[src/rtl/sprite_cmd_if.sv]
// Command handshake bus between a sprite command source and sprite_cmd_driver.
interface sprite_cmd_if;
  logic        cmd_valid;
  logic        cmd_ready;
  logic [2:0]  cmd_op;
  logic        cmd_sync;
  logic [4:0]  cmd_sprite;
  logic [9:0]  cmd_x;
  logic [8:0]  cmd_y;
  logic [0:0]  cmd_vis;
  logic [1:0]  cmd_bg;
  logic [3:0]  cmd_fill;
  logic [10:0] cmd_base;
  logic [10:0] cmd_len;

  modport master (
    output cmd_valid, cmd_op, cmd_sync, cmd_sprite, cmd_x, cmd_y,
           cmd_vis, cmd_bg, cmd_fill, cmd_base, cmd_len,
    input  cmd_ready
  );

  modport slave (
    input  cmd_valid, cmd_op, cmd_sync, cmd_sprite, cmd_x, cmd_y,
           cmd_vis, cmd_bg, cmd_fill, cmd_base, cmd_len,
    output cmd_ready
  );
endinterface

[src/rtl/sprite_cmd_driver.sv]
// Turns queued sprite/background/fill commands into timed strobes for the display core,
// optionally deferring each command to the next vsync falling edge.
module sprite_cmd_driver #(
  parameter int unsigned HOLD_CYCLES = 6,
  parameter int unsigned SYNC_STAGES = 2
) (
  input  logic        clk_100mhz,
  input  logic        rst_n,
  sprite_cmd_if.slave cmd,
  input  logic        vsync,
  output logic [9:0]  x,
  output logic [8:0]  y,
  output logic        visable,
  output logic        load_pos,
  output logic        load_att,
  output logic [4:0]  sprite_sel,
  output logic        bchange_active,
  output logic [1:0]  background_sel,
  output logic        fchange_active,
  output logic [3:0]  fwdata,
  output logic [10:0] fwaddr,
  output logic        fwenable,
  output logic        busy,
  output logic        cmd_err
);

  localparam int unsigned CNT_W = 11;

  localparam logic [2:0] OP_NOP     = 3'd0;
  localparam logic [2:0] OP_SET_POS = 3'd1;
  localparam logic [2:0] OP_SET_ATT = 3'd2;
  localparam logic [2:0] OP_BG_CHG  = 3'd3;
  localparam logic [2:0] OP_FILL    = 3'd4;
  localparam logic [2:0] OP_F_CHG   = 3'd5;

  typedef enum logic [2:0] {
    IDLE, WAIT_VS, ISSUE, HOLD, FILL, GAP
  } state_t;

  typedef struct packed {
    logic [2:0]  op;
    logic [4:0]  sprite;
    logic [9:0]  x;
    logic [8:0]  y;
    logic        vis;
    logic [1:0]  bg;
    logic [3:0]  fill;
    logic [10:0] base;
    logic [10:0] len;
  } cmd_t;

  state_t                 state;
  cmd_t                   r;
  logic [CNT_W-1:0]       cnt;
  logic                   ready_q;
  logic [SYNC_STAGES-1:0] sync_q;
  logic                   vs_prev;
  logic                   vs_fall_c;

  assign cmd.cmd_ready = ready_q;
  assign vs_fall_c     = vs_prev & ~sync_q[SYNC_STAGES-1];

  // Strobes are registered from the current state, so they trail the state by one cycle.
  always_ff @(posedge clk_100mhz or negedge rst_n) begin
    if (!rst_n) begin
      state          <= IDLE;
      r              <= '0;
      cnt            <= '0;
      ready_q        <= 1'b0;
      sync_q         <= '1;
      vs_prev        <= 1'b1;
      x              <= '0;
      y              <= '0;
      visable        <= 1'b0;
      load_pos       <= 1'b0;
      load_att       <= 1'b0;
      sprite_sel     <= '0;
      bchange_active <= 1'b0;
      background_sel <= '0;
      fchange_active <= 1'b0;
      fwdata         <= '0;
      fwaddr         <= '0;
      fwenable       <= 1'b0;
      busy           <= 1'b0;
      cmd_err        <= 1'b0;
    end else begin
      sync_q[0] <= vsync;
      for (int i = 1; i < int'(SYNC_STAGES); i++) sync_q[i] <= sync_q[i-1];
      vs_prev <= sync_q[SYNC_STAGES-1];

      load_pos       <= 1'b0;
      load_att       <= 1'b0;
      bchange_active <= 1'b0;
      fchange_active <= 1'b0;
      fwenable       <= 1'b0;
      cmd_err        <= 1'b0;

      case (state)
        IDLE: begin
          ready_q <= 1'b1;
          busy    <= 1'b0;
          if (cmd.cmd_valid && ready_q) begin
            r.op     <= cmd.cmd_op;
            r.sprite <= cmd.cmd_sprite;
            r.x      <= cmd.cmd_x;
            r.y      <= cmd.cmd_y;
            r.vis    <= cmd.cmd_vis[0];
            r.bg     <= cmd.cmd_bg;
            r.fill   <= cmd.cmd_fill;
            r.base   <= cmd.cmd_base;
            r.len    <= cmd.cmd_len;
            ready_q  <= 1'b0;
            busy     <= 1'b1;
            state    <= cmd.cmd_sync ? WAIT_VS : ISSUE;
          end
        end

        // vs_prev makes a level that is already low on entry invisible.
        WAIT_VS: if (vs_fall_c) state <= ISSUE;

        ISSUE: begin
          case (r.op)
            OP_NOP: state <= GAP;
            OP_SET_POS: begin
              x          <= r.x;
              y          <= r.y;
              sprite_sel <= r.sprite;
              load_pos   <= 1'b1;
              state      <= GAP;
            end
            OP_SET_ATT: begin
              visable    <= r.vis;
              sprite_sel <= r.sprite;
              load_att   <= 1'b1;
              state      <= GAP;
            end
            OP_BG_CHG: begin
              background_sel <= r.bg;
              bchange_active <= 1'b1;
              cnt            <= CNT_W'(HOLD_CYCLES - 1);
              state          <= HOLD;
            end
            OP_F_CHG: begin
              fchange_active <= 1'b1;
              cnt            <= CNT_W'(HOLD_CYCLES - 1);
              state          <= HOLD;
            end
            OP_FILL: begin
              fwenable <= 1'b1;
              fwdata   <= r.fill;
              fwaddr   <= r.base;
              cnt      <= r.len;
              state    <= (r.len == '0) ? GAP : FILL;
            end
            default: begin
              cmd_err <= 1'b1;
              state   <= GAP;
            end
          endcase
        end

        HOLD: begin
          if (r.op == OP_BG_CHG) bchange_active <= 1'b1;
          else                   fchange_active <= 1'b1;
          cnt <= cnt - CNT_W'(1);
          if (cnt == CNT_W'(1)) state <= GAP;
        end

        // 11-bit address wraps naturally from 2047 to 0.
        FILL: begin
          fwenable <= 1'b1;
          fwaddr   <= fwaddr + 11'd1;
          cnt      <= cnt - CNT_W'(1);
          if (cnt == CNT_W'(1)) state <= GAP;
        end

        GAP: begin
          ready_q <= 1'b1;
          busy    <= 1'b0;
          state   <= IDLE;
        end

        default: state <= IDLE;
      endcase
    end
  end

endmodule

[src/flat_wrapper.sv]
// flat-port wrapper written by rule: the top's interface ports become plain ports
module sprite_cmd_driver_flat 
#(
  parameter int unsigned HOLD_CYCLES = 6,
  parameter int unsigned SYNC_STAGES = 2
)
  (clk_100mhz, rst_n, vsync, x, y, visable, load_pos, load_att, sprite_sel, bchange_active, background_sel, fchange_active, fwdata, fwaddr, fwenable, busy, cmd_err, cmd_cmd_valid, cmd_cmd_op, cmd_cmd_sync, cmd_cmd_sprite, cmd_cmd_x, cmd_cmd_y, cmd_cmd_vis, cmd_cmd_bg, cmd_cmd_fill, cmd_cmd_base, cmd_cmd_len, cmd_cmd_ready);
  sprite_cmd_if cmd_i ();
  input  logic clk_100mhz;
  input  logic rst_n;
  input  logic vsync;
  output logic [9:0] x;
  output logic [8:0] y;
  output logic visable;
  output logic load_pos;
  output logic load_att;
  output logic [4:0] sprite_sel;
  output logic bchange_active;
  output logic [1:0] background_sel;
  output logic fchange_active;
  output logic [3:0] fwdata;
  output logic [10:0] fwaddr;
  output logic fwenable;
  output logic busy;
  output logic cmd_err;
  input wire logic [$bits(cmd_i.cmd_valid)-1:0] cmd_cmd_valid;
  input wire logic [$bits(cmd_i.cmd_op)-1:0] cmd_cmd_op;
  input wire logic [$bits(cmd_i.cmd_sync)-1:0] cmd_cmd_sync;
  input wire logic [$bits(cmd_i.cmd_sprite)-1:0] cmd_cmd_sprite;
  input wire logic [$bits(cmd_i.cmd_x)-1:0] cmd_cmd_x;
  input wire logic [$bits(cmd_i.cmd_y)-1:0] cmd_cmd_y;
  input wire logic [$bits(cmd_i.cmd_vis)-1:0] cmd_cmd_vis;
  input wire logic [$bits(cmd_i.cmd_bg)-1:0] cmd_cmd_bg;
  input wire logic [$bits(cmd_i.cmd_fill)-1:0] cmd_cmd_fill;
  input wire logic [$bits(cmd_i.cmd_base)-1:0] cmd_cmd_base;
  input wire logic [$bits(cmd_i.cmd_len)-1:0] cmd_cmd_len;
  output wire logic [$bits(cmd_i.cmd_ready)-1:0] cmd_cmd_ready;
  assign cmd_i.cmd_valid = cmd_cmd_valid;
  assign cmd_i.cmd_op = cmd_cmd_op;
  assign cmd_i.cmd_sync = cmd_cmd_sync;
  assign cmd_i.cmd_sprite = cmd_cmd_sprite;
  assign cmd_i.cmd_x = cmd_cmd_x;
  assign cmd_i.cmd_y = cmd_cmd_y;
  assign cmd_i.cmd_vis = cmd_cmd_vis;
  assign cmd_i.cmd_bg = cmd_cmd_bg;
  assign cmd_i.cmd_fill = cmd_cmd_fill;
  assign cmd_i.cmd_base = cmd_cmd_base;
  assign cmd_i.cmd_len = cmd_cmd_len;
  assign cmd_cmd_ready = cmd_i.cmd_ready;
  sprite_cmd_driver #(.HOLD_CYCLES(HOLD_CYCLES), .SYNC_STAGES(SYNC_STAGES)) u_core (.clk_100mhz(clk_100mhz), .rst_n(rst_n), .cmd(cmd_i), .vsync(vsync), .x(x), .y(y), .visable(visable), .load_pos(load_pos), .load_att(load_att), .sprite_sel(sprite_sel), .bchange_active(bchange_active), .background_sel(background_sel), .fchange_active(fchange_active), .fwdata(fwdata), .fwaddr(fwaddr), .fwenable(fwenable), .busy(busy), .cmd_err(cmd_err));
endmodule
[config.mk]
export PLATFORM = sky130hd
export DESIGN_NAME = sprite_cmd_driver_flat
export DESIGN_NICKNAME = d
export VERILOG_FILES = /design/src/rtl/sprite_cmd_if.sv /design/src/rtl/sprite_cmd_driver.sv /design/src/flat_wrapper.sv
export SDC_FILE = /design/constraint.sdc
export NUM_CORES = 1
export LEC_CHECK = 0
export ABC_AREA = 1
export BUFFER_PORTS_ARGS = -buffer_cell sky130_fd_sc_hd__buf_2
export CAP_MARGIN = 20
export CORE_UTILIZATION = 29
export CTS_CLUSTER_SIZE = 8
export DETAILED_ROUTE_END_ITERATION = 7
export GPL_TIMING_DRIVEN = 0
export PLACE_DENSITY = 0.61
export SYNTH_ARGS = -nofsm -noshare
export SYNTH_HDL_FRONTEND = slang
export SYNTH_SLANG_ARGS = --single-unit
[constraint.sdc]
create_clock -name clk_100mhz -period 1.3 [get_ports clk_100mhz]
set_input_delay 0.325 -clock clk_100mhz [delete_from_list [all_inputs] [get_ports clk_100mhz]]
set_output_delay 0.325 -clock clk_100mhz [all_outputs]
set_load 0.005 [all_outputs]
==> flow_summary.ini, run 1 <==
[global_route]
grt_pass1_wl_microns = 23500
grt_start_max_net_pins = 74
antenna_found_initial = 0
grt_pass1_vias = 4655
grt_util_all_layers_pct = 15.6
overflow = 0

[detailed_routing]
drtIter0Drc = 238
ant_nets = 0
wire_per_inst_microns = 14.4
dr.pass1.iters = 7
viasPerCell = 4.55
drc_errors = 10
vias = 4968
wirelength_microns = 15800

[power_and_ir_drop]
power_w = 0.0213
irDropWorstVdd_v = 0.00111
p_leak_nw = 4.26
powerDensity_mw_per_mm2 = 2500

[critical_path]
rr_startpoint = u_core.state[1]
critical_path.endpoint_type = flip-flop
path_max_fanout = 7
timing.rr.end = u_core.r[9]
start_kind = flip-flop
regToRegSetupSlack_ns = -0.30
rr_worst_depth = 8
cp-endpoint = u_core.r[9]
cp.arrival_ns = 1.91
critPathRequiredTime_ns = 1.61
critPathKind = flip-flop to flip-flop
startpoint = u_core.state[1]

[timing]
period_needed_ns = 1.60
fmax_mhz = 624
drv_slew = 0
finalHoldViolations = 0
whs_ns = 0.0984
fin_crit_sh_pct = 123
setup_viol = 118
grt_setup_unrepaired = yes
tns_ns = -25.11
worst_slack_ns = -0.303
relSlewSlack_pct = 69.8
skew_ns = 0.0132
tightest_slew_ns = 0.452

[clock_tree]
cts_max_level = 4
clkSlewWorstSetupHoldPaths_ns = 0.06
cts_tree = done
cts-root-buf = clkbuf_16
clkSinkCount = 123
clk_latency_ns = 0.42
cts_buffer_depth = 2
numCtsBuffers = 17

[cells_and_area]
n_antenna_cell = 0
final.fill_count = 1720
fin_nets = 913
fin_cells = 1091
layout-drive-gt1-share_pct = 44.8
syn_to_final_growth_pct = 56.0

[synthesis]
synth_seq_cells = 123
synthesis.nets = 719
synth.distinct_cells = 34
yosys_warnings = 0
netlist_area_sq_mm = 0.00546
synth-seq-area-share_pct = 56.4
syn_inst = 655
postSynthAreaPerCell_sq_um = 8.34

[min_path]
hold_path.class = input pin to flip-flop

[run_status]
violations = design-rule violations, negative setup slack
status = finished with violations

[run]
drv_cap = 0

[die]
die_y_microns = 139
start_util_pct = 30.0
row_count = 49
dieArea_sq_mm = 0.0194
io-pin-count = 111
die_w_microns = 139
core-area_sq_mm = 0.0182

[placed_design]
gp_congestion = 0.893
place_hpwl_microns = 10100
dp.cells = 995
port_buffers = 110
## critical path: stages, from the launching register on
cell and delay (ns):
dfrtp_2 0.42, inv_2 0.09, nand2_2 0.07, nor2_4 0.13, inv_2 0.07, nor2_4 0.26, clkbuf_16 0.24, clkbuf_16 0.15
o21ai_1 0.05
## cells by family after synthesis
kind of cell,after synthesis,share of synthesized area (%)
simple gates,356,26.6
flops,123,56.4
compound gates,89,8.71
buf+inv,82,7.20
fa+ha+maj,3,0.688
xor+xnor,2,0.321
## per-layer routing
metal / GRT usage, % / routed length [microns]
met4: 5.44 / 113
met1: 20.1 / 7160
met3: 5.23 / 836
met2: 24.5 / 7640
met5: 0 / 0
## placed cells by master (no fill, tap or decap), types with 13 or more instances in the layout
cell,count
inv_1,44
buf_4,27
buf_2,107
clkbuf_16,28
nand2_2,63
o21ai_0,13
o21ai_2,22
buf_6,21
inv_2,13
dfrtp_1,114
nand2_1,197
nor2_4,13
nor2_1,25
o21ai_1,35
nand3_1,25
## synthesized netlist by cell type
cell type  instances  area, sq um
nand3b_1           1         7.51
xor2_1             1         8.76
inv_2              8         30.0
ha_1               3         37.5
or2_2              1         6.26
xnor2_1            1         8.76
nor3_2             1         10.0
buf_2              4         20.0
nand2_1          269         1010
nand2_4            1         11.3
o22ai_1            1         6.26
a22oi_1            2         15.0
a21oi_1            9         45.0
dfstp_2            3         78.8
o21ai_2            1         8.76
nor3_1             5         25.0
a21oi_2            1         8.76
buf_6              9          101
clkbuf_1           3         11.3
nor2_2             2         12.5
nand4_1            2         12.5
dfrtp_1          120         3000
nand2_2            3         18.8
inv_1             54          203
o32ai_1            1         8.76
clkbuf_2           1         5.00
o211ai_1           5         37.5
nor2_1            35          131
o21ai_1           10         50.1
nand3_1           31          155
nand3_2            1         10.0
o21ai_0           59          295
buf_4              3         22.5
nor2_4             4         45.0
## worst min-delay path by stage
stage	from	depth (start not counted)	slack, ns	to
4_1_cts	cmd_cmd_len[4]	3	0.08	u_core.r[4]
2_1_floorplan	rst_n	0	0.03	u_core.background_sel[0]
6_report	cmd_cmd_len[4]	3	0.1	u_core.r[4]
3_5_place_dp	rst_n	1	0.31	u_core.r[45]
5_1_grt	cmd_cmd_len[4]	3	0.10	u_core.r[4]
3_3_place_gp	u_core.sync_q[0]	0	0.35	u_core.sync_q[1]
## registers in the layout (all words and copies together) (netlist names), 2 cells and up
register               cells
u_core.x                  10
u_core.fwdata              4
u_core.sync_q              2
u_core.fwaddr             11
u_core.background_sel      2
u_core.sprite_sel          5
u_core.state               3
u_core.r                  56
u_core.cnt                11
u_core.y                   9
## where the power goes
group	switching [W]	internal, W
logic	0.00501	0.00452
registers	0.00119	0.00557
clock network	0.00172	0.00330
## cell type report
cell class	count	area [sq um]	share of cell area, %
sequential	123	3090	36.3
multi-input combinational	451	2530	29.7
timing repair buffer	174	1420	16.7
clock buffer	20	457	5.36
buffer	20	295	3.47
tap	229	287	3.36
inverter	62	265	3.11
clock inverter	12	170	2.00
## metrics by stage
stage / worst slack [ns] / util (%) / area (sq um)
after CTS: -0.215 / 41.0 / 7470
after global placement: -1.77 / 34.6 / 6300
after global routing: -0.377 / 46.8 / 8520
after detailed placement: -0.387 / 34.8 / 6330
after floorplan: -0.0661 / - / 5460
final: -0.303 / 46.8 / 8520
## repair_timing
item,in CTS,in global routing
buffers inserted,26,27
resized for setup,72,214
pin swaps,7,41
endpoints found under the hold margin,51,0
endpoints found under the setup margin,123,140
gates cloned,1,12
hold buffers,2,0
(Power assumes the default switching activity.)
==> run 2, diff against run 1 <==
--- a/config.mk
+++ b/config.mk
@@ -6,13 +6,13 @@
 export NUM_CORES = 1
 export LEC_CHECK = 0
 export ABC_AREA = 1
-export BUFFER_PORTS_ARGS = -buffer_cell sky130_fd_sc_hd__buf_2
 export CAP_MARGIN = 20
 export CORE_UTILIZATION = 29
 export CTS_CLUSTER_SIZE = 8
 export DETAILED_ROUTE_END_ITERATION = 7
+export DONT_BUFFER_PORTS = 1
 export GPL_TIMING_DRIVEN = 0
-export PLACE_DENSITY = 0.61
+export SLEW_MARGIN = 20
 export SYNTH_ARGS = -nofsm -noshare
 export SYNTH_HDL_FRONTEND = slang
 export SYNTH_SLANG_ARGS = --single-unit
==> run 2 against run 1 <==
The flow finishes with violations (design-rule violations, negative hold slack, negative setup slack); utilization fell by 5.6 points; clock skew fell by 0.0069 ns; clock-buffer cell count rose by 1; sequential share of layout area rose by 5.0 points; sequential power rose by 3.2%; global-route usage rose by 0.82 points; routed wire length fell by 3.3%; design area fell by 12%; clock power fell by 7.6%; critical endpoint is now u_core.r[37]; largest cell class unchanged.
==> flow_summary.ini, run 2 (synthesis results as in run 1) <==
[run_status]
status = finished with violations
violations = design-rule violations, negative hold slack, negative setup slack

[die]
die_w_microns = 139
die_y_microns = 139
row_count = 49
start_util_pct = 30.0
io-pin-count = 111
core-area_sq_mm = 0.0182
dieArea_sq_mm = 0.0194

[critical_path]
critPathKind = flip-flop to flip-flop
cp.arrival_ns = 1.87
critical_path.endpoint_type = flip-flop
critPathRequiredTime_ns = 1.63
path_max_fanout = 9
start_kind = flip-flop

[cells_and_area]
syn_to_final_growth_pct = 37.2
top_register = u_core.r
layout-drive-gt1-share_pct = 28.1
n_antenna_cell = 0
final_common_cell = nand2_1
fin_nets = 791
fin_area_sq_mm = 0.00749
reg.largest.list = u_core.r (56), u_core.cnt (11), u_core.fwaddr (11)
final.fill_count = 1807
most-common-layout-cells = 233 x nand2_1, 115 x dfrtp_1, 47 x inv_1
largest_reg_flops = 56

[detailed_routing]
viasPerCell = 4.65
ant_nets = 0
vias = 4503
drc_errors = 10
drtIter0Drc = 242
dr.pass1.iters = 8
wirelength_microns = 15200
wire_per_inst_microns = 15.7

[timing]
drv_slew = 0
finalHoldViolations = 123
grt_setup_unrepaired = yes
fin_crit_sh_pct = 118
setup_viol = 111
whs_ns = -0.392
worst_slack_ns = -0.239
tightest_slew_ns = 0.234
skew_ns = 0.00630
relSlewSlack_pct = 84.3
fmax_mhz = 650
period_needed_ns = 1.54

[clock_tree]
cts_tree = done
numCtsBuffers = 17
clk_latency_ns = 0.41
ctsHoldBuffers = 1
cts_max_level = 4
cts-root-buf = clkbuf_16
clkSinkCount = 123
cts_buffer_depth = 2
clkSlewWorstSetupHoldPaths_ns = 0.05

[global_route]
met2_usage_pct = 26.0
grt_pass1_vias = 4575
antenna_found_initial = 1
grt_start_max_net_pins = 124
grt_busiest_layer = met2
grt_pass1_wl_microns = 24300
grt_util_met1_pct = 20.5
overflow = 0
gr-usage-met3_pct = 6.37
grt_util_all_layers_pct = 16.4

[placed_design]
gp_congestion = 0.866
port_buffers = 0
pre_cts_slack_ns = -0.406
dpl-instance-area_sq_mm = 0.00575
place_hpwl_microns = 9640

[power_and_ir_drop]
powerDensity_mw_per_mm2 = 2570
p_leak_nw = 3.57
power_w = 0.0192
irDropWorstVdd_v = 0.00130

[min_path]
hold_path.class = input pin to asynchronous set/reset pin

[run]
drv_cap = 0
[run 2: cell type report]
class | count | area [sq um] | share of cell area [%]
plain buffers | 19 | 282 | 3.76
clock buffers | 21 | 460 | 6.15
clock inverters | 11 | 120 | 1.60
inverters | 62 | 265 | 3.54
multi-input cells | 451 | 2350 | 31.3
flip-flops and latches | 123 | 3090 | 41.2
well taps | 229 | 287 | 3.82
repair buffers | 52 | 634 | 8.47
repair inverters | 1 | 7.51 | 0.100
[run 2: final timing paths]
| check | start | endpoint | slack, ns | cells after the start |
|---|---|---|---|---|
| worst max-delay path | u_core.state[1] | u_core.r[37] | -0.24 | 9 |
| worst min register to register | u_core.sync_q[0] | u_core.sync_q[1] | 0.36 | 0 |
| min in group clk_100mhz | cmd_cmd_len[2] | u_core.r[2] | 0.02 | 2 |
| max in group asynchronous | rst_n | u_core.vs_prev | 1.48 | 0 |
| worst min-delay path | rst_n | u_core.r[40] | -0.39 | 0 |
| worst max register to register | u_core.state[1] | u_core.r[37] | -0.24 | 9 |
[run 2: metrics by stage]
stage,util (%),TNS [ns],instances
floorplan,-,-2.54,655
global placement,31.6,-29.47,884
CTS,39.3,-14.19,958
finish,41.1,-18.12,969
global route,41.1,-26.25,969
detailed placement,31.6,-30.49,884
[run 2: what timing repair did]
action                                  CTS  global route
pin swaps                                13             9
resized for setup                       135            75
setup buffers                            34             8
cloned                                    8             5
hold endpoints to repair                124           123
endpoints found under the setup margin  113           113
[run 2: report_power, final]
part	switching (W)	leakage (nW)	total, W	internal, W
Clock	0.00172	0.279	0.00463	0.00291
Sequential	0.00142	1.55	0.00699	0.00557
Combinational	0.00419	1.74	0.00762	0.00343
Total	0.00733	3.57	0.0192	0.0119
[run 2: per-layer routing]
metal  vias up  wire [microns]  share of wire [%]
li1       2208               -                  -
met1      2154            6720                 44
met2       120            7120                 47
met3        19            1180                7.8
met4         2             205                1.3
met5         -              16               0.10
[run 2: worst max-delay path, cell delays in order, from the launching register on]
cell and delay (ns):
dfrtp_2 0.44, inv_2 0.09, nand2_2 0.07, nor2_4 0.13, inv_2 0.06, nor2_4 0.18, buf_12 0.20, buf_8 0.13
nand2_1 0.06, o21ai_1 0.08
==> run 3, diff against run 2 <==
--- a/config.mk
+++ b/config.mk
@@ -7,7 +7,7 @@
 export LEC_CHECK = 0
 export ABC_AREA = 1
 export CAP_MARGIN = 20
-export CORE_UTILIZATION = 29
+export CORE_UTILIZATION = 45
 export CTS_CLUSTER_SIZE = 8
 export DETAILED_ROUTE_END_ITERATION = 7
 export DONT_BUFFER_PORTS = 1
==> run 3 against run 2 <==
The run still ends with design-rule violations, negative hold slack, negative setup slack left; design area down 0.55%; first-iteration DRC count up 24%; flip-flop and latch count unchanged; worst hold slack worse by 0.0097 ns; clock skew about the same; non-clock buffer count down 5; critical path depth up 1; register-to-register slack about the same; total power up 2.4%; worst setup slack worse by 0.0074 ns; highest routed layer is now met4.
==> flow_summary.ini, run 3 (synthesis results as in run 1) <==
[timing]
tightest_slew_ns = 0.254
finalHoldViolations = 123
tns_ns = -19.73
fmax_mhz = 647
skew_ns = 0.00599
setup_viol = 116
relSlewSlack_pct = 83.0
whs_ns = -0.401
grt_setup_unrepaired = yes
drv_slew = 0
worst_slack_ns = -0.246
period_needed_ns = 1.55
fin_crit_sh_pct = 119

[global_route]
antenna_found_initial = 0
grt_util_all_layers_pct = 23.2
grt_pass1_wl_microns = 22200
grt_pass1_vias = 4423
grt_start_max_net_pins = 124
overflow = 0

[die]
io-pin-count = 111
start_util_pct = 47.0
dieArea_sq_mm = 0.0126
die_y_microns = 112
row_count = 39
core-area_sq_mm = 0.0116
die_w_microns = 112

[critical_path]
critPathRequiredTime_ns = 1.60
max_stage_delay_ns = 0.43
cpMaxStageDelayCell = dfrtp_1
path_buf_inv = 5
rr_startpoint = u_core.state[1]
cp_top_family = buffers and inverters
start_kind = flip-flop
path_max_fanout = 4
timing.rr.end = u_core.x[9]
crit_chain = buf_12 -> nand2_8 -> nor2_4 -> inv_2 -> nor2_4 -> inv_2 -> buf_8 -> clkbuf_16 -> nand2_1 -> o21ai_1
rr_worst_depth = 10
critical_path.endpoint_type = flip-flop
critPathKind = flip-flop to flip-flop
cp.arrival_ns = 1.85
regToRegSetupSlack_ns = -0.25

[cells_and_area]
most-common-layout-cells = 212 x nand2_1, 119 x dfrtp_1, 45 x nand2_2
layout-drive-gt1-share_pct = 32.0
top_register = u_core.r
final.fill_count = 936
fin_nets = 785
syn_to_final_growth_pct = 36.5
fin_area_sq_mm = 0.00745
n_antenna_cell = 0
reg.largest.list = u_core.r (56), u_core.cnt (11), u_core.fwaddr (11)
final_common_cell = nand2_1
largest_reg_flops = 56

[power_and_ir_drop]
irDropWorstVdd_v = 0.000983
p_leak_nw = 3.64
powerDensity_mw_per_mm2 = 2650

[detailed_routing]
drc_errors = 9
drtIter0Drc = 299
wire_per_inst_microns = 16.2
wirelength_microns = 14200
vias = 4505
viasPerCell = 5.14
dr.pass1.iters = 7
ant_nets = 0

[run_status]
status = finished with violations
violations = design-rule violations, negative hold slack, negative setup slack

[clock_tree]
clkSlewWorstSetupHoldPaths_ns = 0.05
clkSinkCount = 123
cts_buffer_depth = 2
cts_tree = done
numCtsBuffers = 17
cts-root-buf = clkbuf_16
cts_max_level = 4
ctsHoldBuffers = 1
clk_latency_ns = 0.42

[placed_design]
place_hpwl_microns = 8770
dpl-instance-area_sq_mm = 0.00564
gp_congestion = 0.845
port_buffers = 0

[min_path]
hold_path.class = input pin to asynchronous set/reset pin

[run]
drv_cap = 0
[run 3: stage by stage]
| step | power (W) | util [%] | setup WS (ns) | std cells | hold WS, ns |
|---|---|---|---|---|---|
| after global placement | 0.0117 | 48.6 | -0.325 | 798 | 0.0324 |
| after detailed placement | 0.0119 | 48.6 | -0.403 | 798 | 0.0316 |
| after floorplan | 0.0106 | - | -0.0661 | 655 | 0.0294 |
| final | 0.0197 | 64.2 | -0.246 | 877 | -0.401 |
| after global routing | 0.0210 | 64.2 | -0.318 | 877 | -0.417 |
| after CTS | 0.0181 | 58.9 | -0.239 | 859 | -0.411 |
[run 3: area by class of cell]
| class | count | area, sq um | area share [%] |
|---|---|---|---|
| flip-flops and latches | 123 | 3080 | 41.4 |
| multi-input cells | 451 | 2490 | 33.4 |
| repair buffers | 48 | 601 | 8.06 |
| clock buffers | 21 | 470 | 6.31 |
| inverters | 62 | 250 | 3.36 |
| plain buffers | 18 | 234 | 3.14 |
| well taps | 143 | 179 | 2.40 |
| clock inverters | 11 | 143 | 1.91 |
[run 3: worst reg2reg max path: cells and delay by family, from the launching register on]
family | cells | cell delay [ns]
and+or+nand+nor | 4 | 0.37
buffers and inverters | 5 | 0.57
AOI/OAI and AO/OA | 1 | 0.05
DFF | 1 | 0.43
[run 3: repair_timing]
action / in CTS / in global routing
setup endpoints to repair: 113 / 117
hold endpoints to repair: 124 / 123
buffers inserted: 23 / 16
cloned: 5 / 6
pin swaps: 7 / 31
resized for setup: 117 / 134
[run 3: per-layer routing]
layer | vias to the layer above | routed length [microns] | track usage, %
li1 | 2211 | - | -
met1 | 2151 | 6110 | 29.5
met2 | 121 | 6800 | 35.9
met3 | 22 | 1000 | 7.51
met4 | 0 | 282 | 10.9
met5 | - | 0 | 0
[run 3: report_power, final]
| group | total [W] | internal, W | leakage, nW | switching (W) |
|---|---|---|---|---|
| combinational | 0.00793 | 0.00356 | 1.79 | 0.00437 |
| clock | 0.00485 | 0.00315 | 0.299 | 0.00170 |
| sequential | 0.00693 | 0.00556 | 1.56 | 0.00136 |
[run 3: how the worst max path moves through the flow]
stage                                from           end  slack (ns)  cells past startpoint
after global placement    u_core.state[0]  u_core.r[34]       -0.33                      7
final                     u_core.state[1]   u_core.x[9]       -0.25                     10
after floorplan           u_core.state[0]  u_core.r[55]       -0.07                      8
after global routing      u_core.state[1]   u_core.y[7]       -0.32                     10
after CTS                 u_core.state[1]  u_core.r[45]       -0.24                     10
after detailed placement  u_core.state[0]  u_core.r[31]       -0.40                      7
